### config.mk
export PLATFORM = sky130hd
export DESIGN_NAME = nibble_serializer_flat
export DESIGN_NICKNAME = d
export VERILOG_FILES = /design/src/rtl/nibble_pkg.sv /design/src/rtl/nibble_serializer_if.sv /design/src/rtl/nibble_serializer.sv /design/src/flat_wrapper.sv
export SDC_FILE = /design/constraint.sdc
export NUM_CORES = 1
export LEC_CHECK = 0
export ABC_AREA = 1
export BUFFER_PORTS_ARGS = -buffer_cell sky130_fd_sc_hd__buf_4
export CAP_MARGIN = 0
export CORE_MARGIN = 5
export CORE_UTILIZATION = 25
export CTS_BUF_LIST = sky130_fd_sc_hd__clkbuf_4 sky130_fd_sc_hd__clkbuf_8 sky130_fd_sc_hd__clkbuf_16
export DETAILED_ROUTE_END_ITERATION = 8
export GPL_ROUTABILITY_DRIVEN = 0
export GPL_TIMING_DRIVEN = 0
export PLACE_DENSITY = 0.48
export REMOVE_ABC_BUFFERS = 1
export SLEW_MARGIN = 5
export SYNTH_ARGS = -nofsm -noshare
export SYNTH_HDL_FRONTEND = slang
export SYNTH_SLANG_ARGS = --single-unit
export TNS_END_PERCENT = 30
### constraint.sdc
create_clock -name Clock -period 1.5 [get_ports Clock]
set_input_delay 0.15 -clock Clock [delete_from_list [all_inputs] [get_ports Clock]]
set_output_delay 0.15 -clock Clock [all_outputs]
set_load 0.02 [all_outputs]
### src/rtl/nibble_pkg.sv
// nibble_pkg
//   Shared definitions for the nibble serializer slice: the two-state FSM
//   encoding, default lane geometry, and a helper that sizes lane counters.
//   No ports; imported by the interface, the serializer and the shift register.
package nibble_pkg;

  typedef enum logic {
    ST_IDLE  = 1'b0,
    ST_SHIFT = 1'b1
  } state_t;

  localparam int LANE_WIDTH = 4;
  localparam int LANE_DEPTH = 4;

  // Bits needed to count lanes 0..depth-1. Never returns less than 1, so a
  // counter declared with it is always a legal vector.
  function automatic int lane_idx_width(input int depth);
    int w;
    w = $clog2(depth);
    return (w < 1) ? 1 : w;
  endfunction

endpackage

### src/rtl/nibble_serializer_if.sv
// nibble_serializer_if
//   Bundles the load handshake (word side) and the serial stream handshake
//   (lane side) of the nibble serializer.
//   Signals:
//     Load_valid / Load_ready / Data_in : word producer -> serializer
//     Q / Q_valid / Q_ready / Last      : serializer -> lane consumer
//   Modports:
//     slave  : the serializer itself
//     master : the environment (producer + consumer)
interface nibble_serializer_if
  import nibble_pkg::*;
#(
  parameter int WIDTH = LANE_WIDTH,
  parameter int DEPTH = LANE_DEPTH
);

  logic                   Load_valid;
  logic                   Load_ready;
  logic [WIDTH*DEPTH-1:0] Data_in;
  logic [WIDTH-1:0]       Q;
  logic                   Q_valid;
  logic                   Q_ready;
  logic                   Last;

  modport slave (
    input  Load_valid,
    input  Data_in,
    input  Q_ready,
    output Load_ready,
    output Q,
    output Q_valid,
    output Last
  );

  modport master (
    output Load_valid,
    output Data_in,
    output Q_ready,
    input  Load_ready,
    input  Q,
    input  Q_valid,
    input  Last
  );

endinterface

### src/rtl/nibble_serializer.sv
// nibble_serializer
//   Parallel-in, serial-out converter. A DEPTH-lane word is taken on the
//   load handshake and presented one WIDTH-bit lane at a time on Q, most
//   significant lane first. The final lane raises Last; a new word may be
//   loaded on that same cycle so back-to-back words stream without a bubble.
//   Ports:
//     Clock   : rising-edge clock
//     Reset_n : asynchronous active-low reset (discards any word in flight)
//     bus     : nibble_serializer_if.slave
//               Load_valid/Load_ready/Data_in in, Q/Q_valid/Q_ready/Last out
module nibble_serializer
  import nibble_pkg::*;
#(
  parameter int WIDTH = LANE_WIDTH,
  parameter int DEPTH = LANE_DEPTH
) (
  input  logic                Clock,
  input  logic                Reset_n,
  nibble_serializer_if.slave  bus
);

  localparam int              CW       = lane_idx_width(DEPTH);
  localparam int              BW       = WIDTH * DEPTH;
  localparam logic [CW-1:0]   LAST_IDX = CW'(DEPTH - 1);

  state_t          state_reg, state_next;
  logic [BW-1:0]   buffer_reg, buffer_next;
  logic [CW-1:0]   remaining_reg, remaining_next;

  logic last;
  logic load_ready;
  logic load_fire;
  logic take_lane;

  assign last       = (state_reg == ST_SHIFT) && (remaining_reg == '0);
  // The final lane being consumed frees the buffer in the same cycle, which
  // is what lets a new word follow with no idle cycle.
  assign load_ready = (state_reg == ST_IDLE) || (last && bus.Q_ready);
  assign load_fire  = bus.Load_valid && load_ready;
  assign take_lane  = (state_reg == ST_SHIFT) && bus.Q_ready;

  always_ff @(posedge Clock or negedge Reset_n) begin
    if (!Reset_n) begin
      state_reg     <= ST_IDLE;
      buffer_reg    <= '0;
      remaining_reg <= '0;
    end else begin
      state_reg     <= state_next;
      buffer_reg    <= buffer_next;
      remaining_reg <= remaining_next;
    end
  end

  always_comb begin
    state_next     = state_reg;
    buffer_next    = buffer_reg;
    remaining_next = remaining_reg;

    if (load_fire) begin
      // A load wins over retiring the final lane: the new word replaces it.
      buffer_next    = bus.Data_in;
      remaining_next = LAST_IDX;
      state_next     = ST_SHIFT;
    end else if (take_lane) begin
      buffer_next = buffer_reg << WIDTH;
      if (last) begin
        // Counter is already 0 here and stays there rather than wrapping.
        state_next = ST_IDLE;
      end else begin
        remaining_next = remaining_reg - CW'(1);
      end
    end
  end

  assign bus.Q          = buffer_reg[BW-1 -: WIDTH];
  assign bus.Q_valid    = (state_reg == ST_SHIFT);
  assign bus.Last       = last;
  assign bus.Load_ready = load_ready;

endmodule

### src/flat_wrapper.sv
// flat-port wrapper written by rule: the top's interface ports become plain ports
module nibble_serializer_flat import nibble_pkg::*;
#(
  parameter int WIDTH = LANE_WIDTH,
  parameter int DEPTH = LANE_DEPTH
)
  (Clock, Reset_n, bus_Load_valid, bus_Data_in, bus_Q_ready, bus_Load_ready, bus_Q, bus_Q_valid, bus_Last);
  nibble_serializer_if #(.WIDTH(WIDTH), .DEPTH(DEPTH)) bus_i ();
  input  logic Clock;
  input  logic Reset_n;
  input wire logic [$bits(bus_i.Load_valid)-1:0] bus_Load_valid;
  input wire logic [$bits(bus_i.Data_in)-1:0] bus_Data_in;
  input wire logic [$bits(bus_i.Q_ready)-1:0] bus_Q_ready;
  output wire logic [$bits(bus_i.Load_ready)-1:0] bus_Load_ready;
  output wire logic [$bits(bus_i.Q)-1:0] bus_Q;
  output wire logic [$bits(bus_i.Q_valid)-1:0] bus_Q_valid;
  output wire logic [$bits(bus_i.Last)-1:0] bus_Last;
  assign bus_i.Load_valid = bus_Load_valid;
  assign bus_i.Data_in = bus_Data_in;
  assign bus_i.Q_ready = bus_Q_ready;
  assign bus_Load_ready = bus_i.Load_ready;
  assign bus_Q = bus_i.Q;
  assign bus_Q_valid = bus_i.Q_valid;
  assign bus_Last = bus_i.Last;
  nibble_serializer #(.WIDTH(WIDTH), .DEPTH(DEPTH)) u_core (.Clock(Clock), .Reset_n(Reset_n), .bus(bus_i));
endmodule
==> impl_metrics.json, run 1 <==
{
  "drv_slew": 0,
  "startpoint_type": "register",
  "diodes": 0,
  "drive_gt1_share_pct": 22.8,
  "slowest_stage": "dfrtp_1",
  "num_rows": 23,
  "critPathRequiredTime_ns": 1.35,
  "synthTopCellsByCount": "40 x nand2_1, 30 x inv_1, 29 x nand3_1",
  "status": "completed",
  "critical_path_arrival_ns": 1.25,
  "clock_path_buffers": 2,
  "cts.clk_slew.worst_paths_ns": 0.08,
  "dp_slack_ns": 0.0177,
  "clkLatencyLatePin_ns": 0.26,
  "hp-start": "bus_Data_in[1]",
  "slew_headroom_pct": 81.5,
  "antenna_found_initial": 0,
  "grt_pass1_wl_mm": 4.37,
  "layout.nets": 189,
  "period_share_pct": 93.6,
  "holdCritPathClass": "input pin to register",
  "vdd_drop_max_uv": 544,
  "synth.distinct_cells": 14,
  "syn_to_final_growth_pct": 23.4,
  "synth_edf_count": 0,
  "setup-violations-final": 0,
  "p_per_area_nw_per_um2": 1780,
  "syn_inst": 143,
  "synth-seq-cells": 19,
  "slowest_delay_ns": 0.36,
  "dieArea_um2": 5660,
  "yosysWarnings": 0,
  "cts_resized": 0,
  "dp.cells": 209,
  "post-synth-top-count-cell": "nand2_1",
  "leakagePower_uw": 0.000769,
  "grt_max_degree": 20,
  "ant_nets": 0,
  "worstSetupPathType": "register to output pin",
  "vias": 929,
  "routed_via_density": 4.28,
  "io_pins": 27,
  "largest_reg_flops": 16,
  "finalHoldViolations": 0,
  "critPathCaptureType": "output pin",
  "max_freq_mhz": 712,
  "fp.dieH_um": 75.3,
  "htree_levels": 1,
  "finalWorstSetupSlack_ns": 0.0954,
  "overflow": 0,
  "layout.cells.non_filler": 217,
  "synthTopCellsByArea": "dfrtp_1 45%, nand2_1 14%, nand3_1 14%",
  "grt_pass1_vias": 1000,
  "port_buffers": 26,
  "cts_made_buffers": 3,
  "worstPathBufferInverterCount": 2,
  "cp_cell_sequence": "inv_1 > ha_1 > nand2_1 > nand2_4 > buf_4",
  "first_iter_violations": 45,
  "clock_sinks": 19,
  "wl_mm": 2.44,
  "maxCapViolCount": 0,
  "critPathLaunch": "u_core.remaining_reg[0]",
  "synth_top_area_share_pct": 44.7,
  "ys_seq_area_share_pct": 44.7,
  "rsz0062_at_grt": "false",
  "initial_core_util_pct": 26.2,
  "clockRootBuffer": "clkbuf_8",
  "first_pass_iters": 4,
  "synth_flop_cell": "dfrtp_1",
  "drc": 0,
  "wire_per_inst_um": 11.2,
  "synth.avg_cell_area_um2": 7.45,
  "path_max_fanout": 4,
  "tns_ns": 0,
  "core_area_um2": 4060,
  "fin_worst_skew_ns": 0.000834,
  "netlist_area_um2": 1060,
  "synth_top_area_cell": "dfrtp_1",
  "synthArstFlopShare_pct": 100,
  "dp_hpwl_mm": 1.57,
  "period_minus_slack_ns": 1.40,
  "r2r-start": "u_core.remaining_reg[0]",
  "cts_tree": "built",
  "die_width_um": 75.3,
  "path_delay_family": "flip-flops",
  "worstMarginPinSlew_ns": 0.277,
  "grt_util_all_layers_pct": 10.1
}
placed cells by master, fill, tap and decap left out, drive strengths merged:
cell / instances
o21ai: 5
ha: 1
clkinv: 1
clkbuf: 3
nor2: 2
dlygate4sd3: 1
buf: 29
nand3: 29
inv: 31
nand2: 44
a21oi: 2
dfrtp: 19
path summary, 6_finish.rpt:
path / end / slack [ns] / depth (start not counted)
setup / recovery: bus_Load_ready / 0.1 / 5
hold / removal: u_core.buffer_reg[1] / 0.13 / 3
setup reg to reg: u_core.buffer_reg[12] / 0.12 / 8
hold reg to reg: u_core.buffer_reg[10] / 0.48 / 2
max in group asynchronous: u_core.buffer_reg[0] / 0.98 / 2
min in group asynchronous: u_core.buffer_reg[13] / 0.31 / 2
timing repair:
action,CTS,global route
endpoints found under the setup margin,2,0
hold endpoints to repair,19,0
hold buffers,1,0
buffers inserted,3,0
logic make-up after synthesis:
group	after synthesis	synth area share [%]
buffers and inverters	41	19.2
adder cells (fa/ha/maj)	1	1.17
flip-flops	19	44.7
AND/OR/NAND/NOR	75	31.7
AO/OA/AOI/OAI	7	3.29
power breakdown:
part | leakage (uW) | switching (uW) | internal (uW)
logic | 0.000505 | 705 | 437
registers | 0.000239 | 103 | 723
clock network | 0.0000255 | 182 | 185
total | 0.000769 | 989 | 1350
worst min-delay path, cell delays in order:
cell     delay (ns)
buf_4          0.08
nand3_1        0.06
o21ai_0        0.06
per-layer routing:
layer | up-vias | part of all wire [%] | track usage (%)
met4 | 0 | 0.53 | 3.50
met5 | - | 0 | 0
met1 | 432 | 49 | 12.6
met3 | 2 | 3.3 | 2.14
li1 | 476 | - | -
met2 | 19 | 47 | 17.3
metrics by stage:
stage,hold WS (ns),area (um^2),util [%],power (uW)
final,0.126,1310,32.4,2330
after global routing,0.152,1310,32.4,2580
after CTS,0.122,1310,32.4,2370
after detailed placement,0.0436,1230,30.4,1910
after global placement,0.0422,1230,30.4,1880
after floorplan,-0.146,977,-,1540
cell type report:
cell class / count / area (um^2)
fillers: 437 / 2740
flip-flops and latches: 19 / 475
multi-input cells: 83 / 385
repair buffers: 30 / 228
inverters: 31 / 116
well taps: 50 / 62.6
clock buffers: 3 / 41.3
clock inverters: 1 / 5.00
Note: power is estimated with default switching activity, not from simulation.
==> run 2, diff against run 1 <==
==> constraint.sdc (replaced) <==
create_clock -name Clock -period 1.5 [get_ports Clock]
set_input_delay 0.15 -clock Clock [delete_from_list [all_inputs] [get_ports Clock]]
set_output_delay 0.15 -clock Clock [all_outputs]
set_load 0.005 [all_outputs]
==> impl_metrics.json, run 2 (synthesis gave the netlist of run 1 again) <==
{
  "slowest_stage": "dfrtp_1",
  "first_pass_iters": 4,
  "wl_mm": 2.37,
  "dieArea_um2": 5660,
  "worstSetupPathType": "register to output pin",
  "fin_worst_skew_ns": 0.00135,
  "antenna_found_initial": 0,
  "largest_reg_flops": 16,
  "leakagePower_uw": 0.000764,
  "cts_made_buffers": 3,
  "port_buffers": 26,
  "maxCapViolCount": 0,
  "cts.clk_slew.worst_paths_ns": 0.07,
  "first_iter_violations": 41,
  "grt_max_degree": 20,
  "vias": 920,
  "stdcell_area_um2": 1310,
  "fp.dieH_um": 75.3,
  "ant_nets": 0,
  "clkLatencyLatePin_ns": 0.26,
  "initial_core_util_pct": 26.2,
  "io_pins": 27,
  "period_minus_slack_ns": 1.39,
  "critical_path_arrival_ns": 1.24,
  "path_delay_family": "flip-flops",
  "wire_per_inst_um": 11.0,
  "finalHoldViolations": 0,
  "syn_to_final_growth_pct": 22.7,
  "grt_util_all_layers_pct": 9.89,
  "slowest_delay_ns": 0.36,
  "clock_path_buffers": 2,
  "cts_tree": "built",
  "grt_pass1_vias": 1000,
  "startpoint_type": "register",
  "most-common-layout-cells": "40 x nand2_1, 30 x inv_1, 29 x nand3_1",
  "htree_levels": 1,
  "grt_pass1_wl_mm": 4.31,
  "num_rows": 23,
  "path_max_fanout": 6,
  "tns_ns": 0,
  "cts_resized": 0,
  "status": "completed",
  "clock_sinks": 19,
  "worstMarginPinSlew_ns": 0.272,
  "critPathRequiredTime_ns": 1.35,
  "routed_via_density": 4.26,
  "period_share_pct": 92.5,
  "clockRootBuffer": "clkbuf_8",
  "holdCritPathClass": "input pin to register",
  "max_freq_mhz": 721,
  "slew_headroom_pct": 81.8,
  "diodes": 0,
  "critPathCaptureType": "output pin",
  "layout_commonest_cell": "nand2_1",
  "vdd_drop_max_uv": 543,
  "worstPathBufferInverterCount": 2,
  "setup-violations-final": 0,
  "rsz0062_at_grt": "true",
  "dp_hpwl_mm": 1.57,
  "drc": 0,
  "p_per_area_nw_per_um2": 1680,
  "die_width_um": 75.3,
  "layout.nets": 188,
  "core_area_um2": 4060,
  "drive_gt1_share_pct": 22.3,
  "cp_cell_sequence": "inv_1 > ha_1 > nand2_1 > nand2_4 > buf_4",
  "drv_slew": 0,
  "place_area_um2": 1230,
  "overflow": 0
}
## run 2: stage by stage
stage	worst slack, ns	std cells	util, %	hold slack, ns	power [uW]
floorplan	0.254	133	-	-0.146	1450
global route	-0.00995	216	32.2	0.152	2450
finish	0.113	216	32.2	0.126	2200
global placement	0.0463	209	30.4	0.0422	1780
detailed placement	0.0177	209	30.4	0.0436	1810
CTS	0.0906	216	32.2	0.122	2230
## run 2: metal layers
layer / track usage, % / share of wire, % / routed length, um
met2: 16.8 / 48 / 1130
met5: 0 / 0 / 0
met3: 2.14 / 2.8 / 67
met4: 3.50 / 0.55 / 13
met1: 12.3 / 49 / 1160
## run 2: timing repair
action                                 in CTS  in global routing
setup endpoints to repair                   2                  5
buffers inserted                            2                  0
hold buffers                                1                  0
pin swaps                                   1                  0
endpoints found under the hold margin      19                  0
## run 2: final cells by class
class / instances / area (um^2)
clock buffer: 3 / 41.3
clock inverter: 1 / 5.00
fill: 437 / 2750
inverter: 31 / 116
multi-input combinational: 83 / 385
sequential: 19 / 475
tap: 50 / 62.6
timing repair buffer: 29 / 220
## run 2: worst reg2reg max path, delay by kind of cell, from the launching register on
kind          cells  cell delay, ns
flops             1            0.33
buf+inv           1            0.05
fa+ha+maj         1            0.22
simple gates      6            0.67
## run 2: worst paths after layout
check | cells past startpoint | from | endpoint | slack, ns
max in group asynchronous | 2 | Reset_n | u_core.bus.Q_valid | 0.98
hold / removal | 3 | bus_Data_in[1] | u_core.buffer_reg[1] | 0.13
min in group asynchronous | 2 | Reset_n | u_core.buffer_reg[13] | 0.31
setup / recovery | 5 | u_core.remaining_reg[0] | bus_Load_ready | 0.11
hold reg to reg | 2 | u_core.buffer_reg[8] | u_core.buffer_reg[8] | 0.48
setup reg to reg | 8 | u_core.remaining_reg[0] | u_core.buffer_reg[8] | 0.12
## run 2: where the power goes
| part | total (uW) | internal [uW] | leakage [uW] | switching (uW) |
|---|---|---|---|---|
| logic | 1000 | 413 | 0.000500 | 589 |
| clock network | 367 | 185 | 0.0000255 | 182 |
| registers | 825 | 723 | 0.000239 | 102 |
